===== src/rtl/fft_pingpong_buf_ctrl.sv =====
// Ping-pong input buffer controller: fills two RAM banks with whole frames and drains full banks to the FFT.
// Latency: zero cycles from s_valid to the RAM write; one cycle from read issue to m_valid.
// Backpressure: s_ready drops while the write bank is full; m_ready low freezes the RAM read so m_data holds.
module fft_pingpong_buf_ctrl #(
  parameter int ADDR_WIDTH = 9,
  parameter int DATA_WIDTH = 32,
  parameter bit BIT_REV    = 1'b1
) (
  input  logic                  clk,
  input  logic                  rst_n,
  input  logic                  flush,
  input  logic [DATA_WIDTH-1:0] s_data,
  input  logic                  s_valid,
  output logic                  s_ready,
  output logic [DATA_WIDTH-1:0] m_data,
  output logic                  m_valid,
  input  logic                  m_ready,
  output logic                  m_last,
  output logic                  mem_wr_en,
  output logic [ADDR_WIDTH:0]   mem_wr_addr,
  output logic [DATA_WIDTH-1:0] mem_wr_data,
  output logic [ADDR_WIDTH:0]   mem_rd_addr,
  output logic                  mem_rd_en,
  input  logic [DATA_WIDTH-1:0] mem_rd_data,
  output logic [1:0]            bank_full
);

  // Index of the final sample in a frame (N-1).
  localparam logic [ADDR_WIDTH-1:0] LAST_IDX = '1;

  typedef enum logic {
    IDLE = 1'b0,
    READ = 1'b1
  } rd_state_t;

  rd_state_t             state;
  logic                  wb;
  logic                  rb;
  logic [ADDR_WIDTH-1:0] wcnt;
  logic [ADDR_WIDTH-1:0] rcnt;
  logic [ADDR_WIDTH-1:0] rd_idx;
  logic                  wr_accept;
  logic                  wr_last;
  logic                  rd_issue;
  logic                  rd_last;
  logic [1:0]            bank_full_nxt;

  function automatic logic [ADDR_WIDTH-1:0] bitrev(input logic [ADDR_WIDTH-1:0] v);
    logic [ADDR_WIDTH-1:0] r;
    r = '0;
    for (int i = 0; i < ADDR_WIDTH; i++) begin
      r[i] = v[ADDR_WIDTH-1-i];
    end
    return r;
  endfunction

  // Write side is purely combinational into the RAM; the writer never targets a full bank.
  assign s_ready     = !bank_full[wb] && !flush;
  assign wr_accept   = s_valid && s_ready;
  assign wr_last     = wr_accept && (wcnt == LAST_IDX);
  assign mem_wr_en   = wr_accept;
  assign mem_wr_addr = {wb, wcnt};
  assign mem_wr_data = s_data;

  // A read is issued whenever the output register is empty or being consumed this cycle.
  assign rd_issue    = (state == READ) && !flush && (!m_valid || m_ready);
  assign rd_last     = rd_issue && (rcnt == LAST_IDX);
  assign rd_idx      = BIT_REV ? bitrev(rcnt) : rcnt;
  assign mem_rd_en   = rd_issue;
  assign mem_rd_addr = {rb, rd_idx};

  // The RAM holds its registered output while mem_rd_en is low, so it doubles as the output register.
  assign m_data      = mem_rd_data;

  // Set and clear can land in the same cycle; they always hit different banks, so both apply.
  always_comb begin
    bank_full_nxt = bank_full;
    if (wr_last) begin
      bank_full_nxt[wb] = 1'b1;
    end
    if (rd_last) begin
      bank_full_nxt[rb] = 1'b0;
    end
  end

  // Bank occupancy flags.
  always_ff @(posedge clk or negedge rst_n) begin
    if (!rst_n) begin
      bank_full <= 2'b00;
    end else if (flush) begin
      bank_full <= 2'b00;
    end else begin
      bank_full <= bank_full_nxt;
    end
  end

  // Write pointer: index within the frame and the bank being filled; a partial frame is kept across gaps.
  always_ff @(posedge clk or negedge rst_n) begin
    if (!rst_n) begin
      wb   <= 1'b0;
      wcnt <= '0;
    end else if (flush) begin
      wb   <= 1'b0;
      wcnt <= '0;
    end else if (wr_accept) begin
      wcnt <= wcnt + 1'b1;
      if (wr_last) begin
        wb <= ~wb;
      end
    end
  end

  // Read FSM with the registered output valid/last; IDLE costs one bubble between back-to-back frames.
  always_ff @(posedge clk or negedge rst_n) begin
    if (!rst_n) begin
      state   <= IDLE;
      rb      <= 1'b0;
      rcnt    <= '0;
      m_valid <= 1'b0;
      m_last  <= 1'b0;
    end else if (flush) begin
      state   <= IDLE;
      rb      <= 1'b0;
      rcnt    <= '0;
      m_valid <= 1'b0;
      m_last  <= 1'b0;
    end else begin
      if (rd_issue) begin
        m_valid <= 1'b1;
        m_last  <= (rcnt == LAST_IDX);
      end else if (m_ready) begin
        m_valid <= 1'b0;
      end
      case (state)
        IDLE: begin
          rcnt <= '0;
          if (bank_full[rb]) begin
            state <= READ;
          end
        end
        READ: begin
          if (rd_issue) begin
            rcnt <= rcnt + 1'b1;
            if (rd_last) begin
              rb    <= ~rb;
              state <= IDLE;
            end
          end
        end
        default: state <= IDLE;
      endcase
    end
  end

endmodule


===== config.mk =====
export PLATFORM = sky130hd
export DESIGN_NAME = fft_pingpong_buf_ctrl
export DESIGN_NICKNAME = d
export VERILOG_FILES = /design/src/rtl/fft_pingpong_buf_ctrl.sv
export SDC_FILE = /design/constraint.sdc
export NUM_CORES = 1
export LEC_CHECK = 0
export ABC_AREA = 1
export BUFFER_PORTS_ARGS = -buffer_cell sky130_fd_sc_hd__buf_2
export CAP_MARGIN = 20
export CELL_PAD_IN_SITES_DETAIL_PLACEMENT = 1
export CELL_PAD_IN_SITES_GLOBAL_PLACEMENT = 1
export CORE_ASPECT_RATIO = 1.25
export CORE_MARGIN = 10
export CORE_UTILIZATION = 23
export DETAILED_ROUTE_END_ITERATION = 10
export HOLD_SLACK_MARGIN = 0.15
export PLACE_DENSITY_LB_ADDON = 0.1
export SLEW_MARGIN = 5
export SYNTH_ARGS = -nofsm -noshare
export SYNTH_HDL_FRONTEND = slang
export SYNTH_SLANG_ARGS = --single-unit

===== constraint.sdc =====
create_clock -name clk -period 1.6 [get_ports clk]
set_clock_uncertainty 0.05 [all_clocks]
set_input_delay 0.16 -clock clk [delete_from_list [all_inputs] [get_ports clk]]
set_output_delay 0.16 -clock clk [all_outputs]
set_load 0.1 [all_outputs]

==> results of run 1 <==
cell families after synthesis:
kind of cell,count (synthesis),synth area share
buffers and inverters,88,0.3175
and+or+nand+nor,90,0.2393
adders and majority gates,4,0.02674
DFF,25,0.3342
AOI/OAI and AO/OA,24,0.07286
xor gates and xnor gates,2,0.009360
worst reg2reg max path: cells and delay by family (launching register included):
kind / cells / cell delay (ns)
adders and majority gates: 2 / 0.34
DFF: 1 / 0.44
AOI/OAI and AO/OA: 1 / 0.15
and+or+nand+nor: 5 / 0.50
final timing paths:
check	end	slack, ns	startpoint
worst max-delay path	bank_full[0]$_DFF_PN0_	0.05	wcnt[1]$_DFFE_PN0P_
worst min-delay path	bank_full[1]$_DFF_PN0_	0.17	s_valid
worst max register to register	bank_full[0]$_DFF_PN0_	0.05	wcnt[1]$_DFFE_PN0P_
worst min register to register	m_last$_DFFE_PN0P_	0.49	m_last$_DFFE_PN0P_
max in group asynchronous	wcnt[0]$_DFFE_PN0P_	0.63	rst_n
min in group asynchronous	rcnt[1]$_DFFE_PN0P_	0.39	rst_n
layout make-up:
class                      instances  area, um2  share of cell area
multi-input combinational        120      790.8              0.3933
sequential                        25      670.6              0.3335
timing repair buffer              44      300.3              0.1493
clock buffer                       4      45.04             0.02240
tap                               95      118.9             0.05912
inverter                          20      85.08             0.04231
metal layers:
metal  share of wire  track usage  wire length [um]
met5               0            0                 0
met4           0.012      0.03009                60
met3           0.073      0.03305               362
met2            0.53       0.1432              2620
met1            0.39      0.08751              1926
through the flow:
stage / power (mW) / TNS, ns / hold WS (ns) / utilization / instance area, um2
6_report: 1.308 / 0 / 0.1661 / 0.2551 / 2011
5_1_grt: 1.391 / -0.09412 / 0.1858 / 0.2551 / 2011
4_1_cts: 1.348 / -0.07788 / 0.1579 / 0.2487 / 1961
3_5_place_dp: 0.9206 / -0.06087 / 0.1830 / 0.2351 / 1853
3_3_place_gp: 0.9133 / -0.01161 / 0.1763 / 0.2351 / 1853
2_1_floorplan: 1.593 / -3.624 / -0.1856 / - / 1986
timing repair:
item                                   in CTS  in global routing
endpoints found under the hold margin      25                  0
setup buffers                               4                  0
setup endpoints to repair                   6                  9
gates resized for setup                     6                 14
hold buffers                                1                  0
gates cloned                                0                  0
pin swaps                                   9                 11
where the power goes:
part,switching (mW),internal [mW],total (mW)
Sequential,0.0120,0.649,0.661
Clock,0.223,0.179,0.401
Combinational,0.184,0.0614,0.246
Total,0.419,0.889,1.31
layout by cell type (no fill, tap or decap), types with 2 or more instances in the layout:
cell type	count
sky130_fd_sc_hd__a21oi_1	6
sky130_fd_sc_hd__a22o_1	2
sky130_fd_sc_hd__buf_12	3
sky130_fd_sc_hd__buf_2	28
sky130_fd_sc_hd__buf_4	12
sky130_fd_sc_hd__clkbuf_8	3
sky130_fd_sc_hd__dfrtp_1	7
sky130_fd_sc_hd__dfrtp_2	9
sky130_fd_sc_hd__dfrtp_4	9
sky130_fd_sc_hd__ha_4	3
sky130_fd_sc_hd__inv_1	17
sky130_fd_sc_hd__nand2_1	40
sky130_fd_sc_hd__nand2_2	2
sky130_fd_sc_hd__nand2_4	6
sky130_fd_sc_hd__nand3_1	11
sky130_fd_sc_hd__nand3_2	4
sky130_fd_sc_hd__nand4_1	4
sky130_fd_sc_hd__nor2_1	9
sky130_fd_sc_hd__nor2_4	6
sky130_fd_sc_hd__nor3_1	2
sky130_fd_sc_hd__o21ai_0	6
sky130_fd_sc_hd__o21ai_1	4
sky130_fd_sc_hd__o21ai_2	2
sky130_fd_sc_hd__o22ai_1	2
sky130_fd_sc_hd__xor2_1	2
registers in the layout, indices dropped and copies added, names as in the netlist:
signal	count
rcnt	9
wb	1
bank_full	2
m_last	1
rb	1
wcnt	9
m_valid	1
state	1
==> results summary, run 1 <==
The total global routing track utilization is 0.08265. After detailed placement, the design holds a cell count of between 200 and 300. The critical path is of the reg2reg type.

After detailed routing, the number of vias per cell comes to 4.425. The floorplan step defined a die boundary enclosing 12,170 um2. The normalized max-slew margin came out at 0.5770. The average detailed-routed wire length per instance is 16.13 um. At the placement stage, the worst setup path has a slack of -0.03527 ns.

The path class of the tightest hold or removal check is in2reg. The via count of the first global-routing pass is 1,583. The cell count of the worst reg-to-reg path is 8. The cell depth of the worst setup path is 8. The synthesized netlist occupies a cell area of 1872 um2.

Setup repair after global routing could not meet its margin everywhere. The worst ir drop on vdd is 394.7 uV. In this run the tool buffered the top-level ports with 31 buffer cells. The placer congestion estimate came out at 0.7455. Counting flops with an async set or reset pin after synthesis yields a share of 1.000. The total congestion overflow after global routing is 0. The number of nets with antenna violations after routing is 0. Sorting the synthesized cells by area gives the leading types as sky130_fd_sc_hd__dfrtp_1 33%, sky130_fd_sc_hd__buf_4 26%, sky130_fd_sc_hd__nand2_1 8.8%, sky130_fd_sc_hd__nand3_1 4.0%, sky130_fd_sc_hd__inv_1 3.8%.

Among all flip-flop cells after synthesis, the most frequent one is sky130_fd_sc_hd__dfrtp_1. The area share of the largest cell type after synthesis came out at 0.3342. The mean area per synthesized cell came out at 8.033 um2.

For this design the top-level I/O count stands at 160. The area growth from synthesis to layout is 7.420%. The number of cells on the worst hold path came out at 3. Ranked by instance count, the synthesized netlist is headed by 66 x sky130_fd_sc_hd__buf_4, 44 x sky130_fd_sc_hd__nand2_1, 25 x sky130_fd_sc_hd__dfrtp_1.

The data required time of the worst path came out at about 1.8 ns. The number of cells produced by synthesis is 233. Setup violations remaining at the end of the flow were counted as 0. TritonCTS built the clock tree. The level count of the clock H-tree is 1. After synthesis, the netlist uses 27 different library cells. The final hold violation count came out at 0. The total power density per cell area came out at ~650 nW/um2.

The maximum net fanout on the critical path came out at 3. The post-synth net total is approximately 310. The slowest stage of the critical path belongs to the cell sky130_fd_sc_hd__dfrtp_4. The initial utilization of the core area, before any placement, comes to 0.2375. The tool flagged a number of max-cap violations equal to 0.

The tree is rooted in a sky130_fd_sc_hd__clkbuf_8. The delay contributed by the slowest stage of the critical path is 0.44 ns. The shortest period the worst path allows is 1.549 ns.

The half-perimeter wire length after placement is 3808 um. STA classifies the critical path endpoint as a flip-flop. The die boundary width came out at 100.7 um. The final max-slew violation count is 0. The clock reaches the later pin of the worst-skew pair after 0.28 ns. The worst-margin pin slew came out at between 0.6 and 0.7 ns.

Yosys instantiated no cell more often than sky130_fd_sc_hd__buf_4. The total inserted antenna cells came out at 0. Clock tree synthesis inserted a total of 3 buffers.

Yosys mapped a number of flops with a built-in enable equal to 0. The total buffers and inverters traversed by the critical path came out at 0. The number of warning messages in the yosys log came out at 0. The final period utilization came out at 0.9681.

The floorplan step set the die height to around 120 um. The final-layout fill cell count is about 900. The remaining routing DRC violations is 0. Walking the worst path, the cells encountered are ha_4 -> nand2_4 -> nor2_4 -> nand3_2 -> nor2_2 -> ha_2 -> nand4_1 -> a21oi_2.

The worst setup path is launched from a flip-flop. The first global-routing pass estimated 8142 um of wire. The kind of cell adding the most delay to the critical path is simple AND/OR/NAND/NOR gates. The flip-flop and latch count after synthesis is 25. For this design, the sink count on the clock tree is 25. Entering global routing, the biggest net connects 26 pins. The share of post-route cells with drive strength above 1 is 0.4601. The initial antenna violation count came to 0. The clock edge transition at the registers on the reported setup and hold paths came out at 0.09 ns. The longest clock path from root to sink contains 2 buffers. The net total in the final layout came out at 287. The routed via count is 1,363. The least setup slack across all paths after layout came out at 0.05100 ns.

Timing would allow up to 645.6 MHz. The detailed router's first-iteration violation count came out at 10. The share of the Yosys chip area taken by registers is 0.3342. The run finished with clean final reports. The initialized floorplan defines 36 standard-cell rows. The top cell type by total area after synthesis is sky130_fd_sc_hd__dfrtp_1. The total routed wirelength is approximately 5000 um. The cell leakage power came out at 0.9652 nW. The core outline area is 7883 um2. The arrival time of data at the critical path endpoint is 1.70 ns.

The first TritonRoute pass finished after 4 iterations. Excluding fillers, the count of instances in the completed layout stands at 308.
(Power assumes the default switching activity.)
==> inputs of run 2 (changes only) <==
CORE_MARGIN = 8   (was 10)
REMOVE_ABC_BUFFERS = 1   (was unset)
==> run 2 against run 1 <==
  * Clock power barely moved
  * Via count increased by 6.2%
  * Combinational power increased by 3%
  * Largest cell class unchanged
  * Worst setup slack got worse by 0.014 ns
  * Cell count increased by 5.2%
  * Critical path type is now reg2out
  * Non-clock buffer count rose by 14
  * Hold slack lost 0.0069 ns
  * Critical path depth down 4
  * Sequential share of layout area fell by 2.8 points
  * Critical endpoint is now mem_wr_en
  * Fmax down 0.93%
==> results summary, run 2 (same netlist as run 1, synthesis figures left out) <==
The run finished with clean final reports. In this run the remaining antenna-violating nets after routing total 0. The die is 116.9 um tall. The final hold violation count came out at 0.

The register area is around 630 um2. By startpoint and endpoint, the worst setup path is classified as reg2out. The clock insertion delay at the later pin of the skew report came out at 0.28 ns.

TritonCTS built the clock tree. The number of core rows is 37. The analysis attributes to cell leakage a power of approximately 1.0 nW.

Setup repair after global routing could not meet its margin everywhere. The initial antenna violation count came out at 0. In the layout the commonest cells are 42 x sky130_fd_sc_hd__nand2_1, 28 x sky130_fd_sc_hd__buf_2, 25 x sky130_fd_sc_hd__dfrtp_1. Leaving out filler cells and counting taps, the final layout contains 324. In this run the count of I/O pins placed on the die edge is between 150 and 200. The capturing element type of the critical path is an output port. CTS placed an instance of sky130_fd_sc_hd__clkbuf_8 at the clock tree root. Once placement completed, the tool counted placed cells totaling around 310. The maximum count of clock buffers along a single path came out at 2. The worst-margin pin slew came out at around 0.65 ns. The data required time of the worst path came out at 1.39 ns. The beginning of the worst register-to-register path is wcnt[1]$_DFFE_PN0P_. The final max-slew violation count came out at 0.

Leaving out fill and tap cells, the most frequent cell in the layout is sky130_fd_sc_hd__nand2_1. After clock tree synthesis, the clock-pin slew on the worst setup and hold paths is 0.10 ns. The largest registers in the layout are rcnt x9, wcnt x9, bank_full x2. In this run the critical register-to-register path is captured at bank_full[0]$_DFF_PN0_. The total inserted antenna cells came out at 0. The global routing usage on met2 is 0.1890. Tracing the worst setup path back leads to its startpoint at wb$_DFFE_PN0P_. CTS built an H-tree with a depth of 1.

The final-layout fill cell count came out at 984. The tightest min-delay check is of the in2reg type. The total design power is roughly 1.3 mW. The die boundary width came out at 96.69 um.

The number of cells on the worst reg-to-reg path is 8. The starting density of the core came out at 0.2324. The met1 track utilization from global routing came out at 0.1240. The number of sinks on the clock net came out at 25. The setup TNS came out at 0 ns. The shortest period the worst path allows is 1.563 ns. The met3 routing resource usage after global routing is 0.1057. The share of post-route cells with drive strength above 1 came out at 0.3833.

The via count of the first global-routing pass is 1,532. The remaining routing DRC violations came out at 0. The first-pass iteration count of the detailed router came out at 4. The upper clock frequency limit is 639.6 MHz. Counting the buffers created by CTS gives 3. The routed via count is 1,448.

The worst reg-to-reg setup slack is 0.04 ns. The core outline area is 8055 um2. The largest net degree at the start of global routing came out at 26.

The worst setup path is launched from a flip-flop. The total setup violations reported at the end of the flow came out at 0. The average detailed-routed wire length per instance came out at 22.63 um. The multi-input gate area in the final layout came out at 749.5 um2.

The arrival time of data at the critical path endpoint is 1.35 ns. The half-perimeter wire length after placement is 5950 um. The least setup slack across all paths after layout came out at 0.03652 ns. In the finished design, the share of the clock period the worst path needs comes to 0.9772.

In this run the worst setup path terminates at mem_wr_en. Port buffering added 31 buffers. The floorplan step defined a die boundary enclosing 11,300 um2. The total power density per cell area is 636.8 nW/um2. The detailed-route vias per instance is 4.469. The max-cap check violation count came out at 0. After global routing, the most crowded layer is met2. The total congestion overflow after global routing is 0. The worst slack after detailed placement is -0.1707 ns. The wire length of the first global-routing pass came out at approximately 11,000 um. The maximum net fanout on the critical path is 6. The normalized max-slew margin is 0.5682. The synthesis-to-layout area growth came out at 9.425%. The total global routing track utilization is 0.1255.

The net total in the final layout is 301. The total routed wirelength is 7332 um. For this block, the initial DRC count from the detailed router was 16. The worst ir drop on vdd came out at 296.0 uV. The placer congestion estimate is roughly 0.7.
==> run 2: changes by cell type in the layout (fill, tap and decap cells not counted), moves of 3 or more <==
cell / change
sky130_fd_sc_hd__buf_4: +11
sky130_fd_sc_hd__dfrtp_4: -9
sky130_fd_sc_hd__dfrtp_1: +18
sky130_fd_sc_hd__dfrtp_2: -9
sky130_fd_sc_hd__nand2_4: -3
==> run 2: worst min path at each step <==
stage / from / to / slack, ns / cells after the start
after floorplan: rst_n / bank_full[0]$_DFF_PN0_ / -0.19 / 0
after global placement: rst_n / rcnt[3]$_DFFE_PN0P_ / 0.19 / 1
after detailed placement: rst_n / rcnt[3]$_DFFE_PN0P_ / 0.18 / 1
after CTS: s_valid / bank_full[1]$_DFF_PN0_ / 0.15 / 3
after global routing: s_valid / bank_full[1]$_DFF_PN0_ / 0.17 / 3
final: s_valid / wcnt[0]$_DFFE_PN0P_ / 0.16 / 3
==> run 2: repair_timing <==
item,CTS,global route
setup endpoints to repair,8,10
hold endpoints to repair,26,0
pin swaps,7,13
buffers inserted,2,3
hold buffers,3,0
gates resized for setup,9,16
==> run 2: cell type report <==
class | count | area share
Sequential cell | 25 | 0.3054
Inverter | 20 | 0.04032
Tap cell | 97 | 0.05925
Clock buffer | 3 | 0.02016
Clock inverter | 1 | 0.002443
Timing Repair Buffer | 58 | 0.2065
Multi-Input combinational cell | 120 | 0.3659
==> run 2: where the power goes <==
group	internal, mW	switching (mW)	total (mW)
Clock	0.175	0.227	0.402
Sequential	0.642	0.00610	0.648
Combinational	0.0685	0.186	0.254
==> run 2: routing by layer <==
metal / vias up / share of wire / wire length, um
met5: - / 0 / 0
met4: 0 / 0.023 / 167
met3: 9 / 0.18 / 1309
met2: 97 / 0.45 / 3278
met1: 678 / 0.35 / 2577
li1: 664 / - / -
==> run 2: stage by stage <==
| stage | hold slack (ns) | cell area, um2 | util |
|---|---|---|---|
| 5_1_grt | 0.1669 | 2048 | 0.2543 |
| 6_report | 0.1592 | 2048 | 0.2543 |
| 4_1_cts | 0.1513 | 1943 | 0.2412 |
| 2_1_floorplan | -0.1856 | 1360 | - |
| 3_5_place_dp | 0.1816 | 1824 | 0.2265 |
| 3_3_place_gp | 0.1896 | 1824 | 0.2265 |
==> run 2: critical path: stages, from the launching register on <==
cell and delay, ns:
sky130_fd_sc_hd__dfrtp_1 0.46, sky130_fd_sc_hd__nand2_1 0.15, sky130_fd_sc_hd__nand3_2 0.14, sky130_fd_sc_hd__nor2_8 0.15, sky130_fd_sc_hd__buf_12 0.18
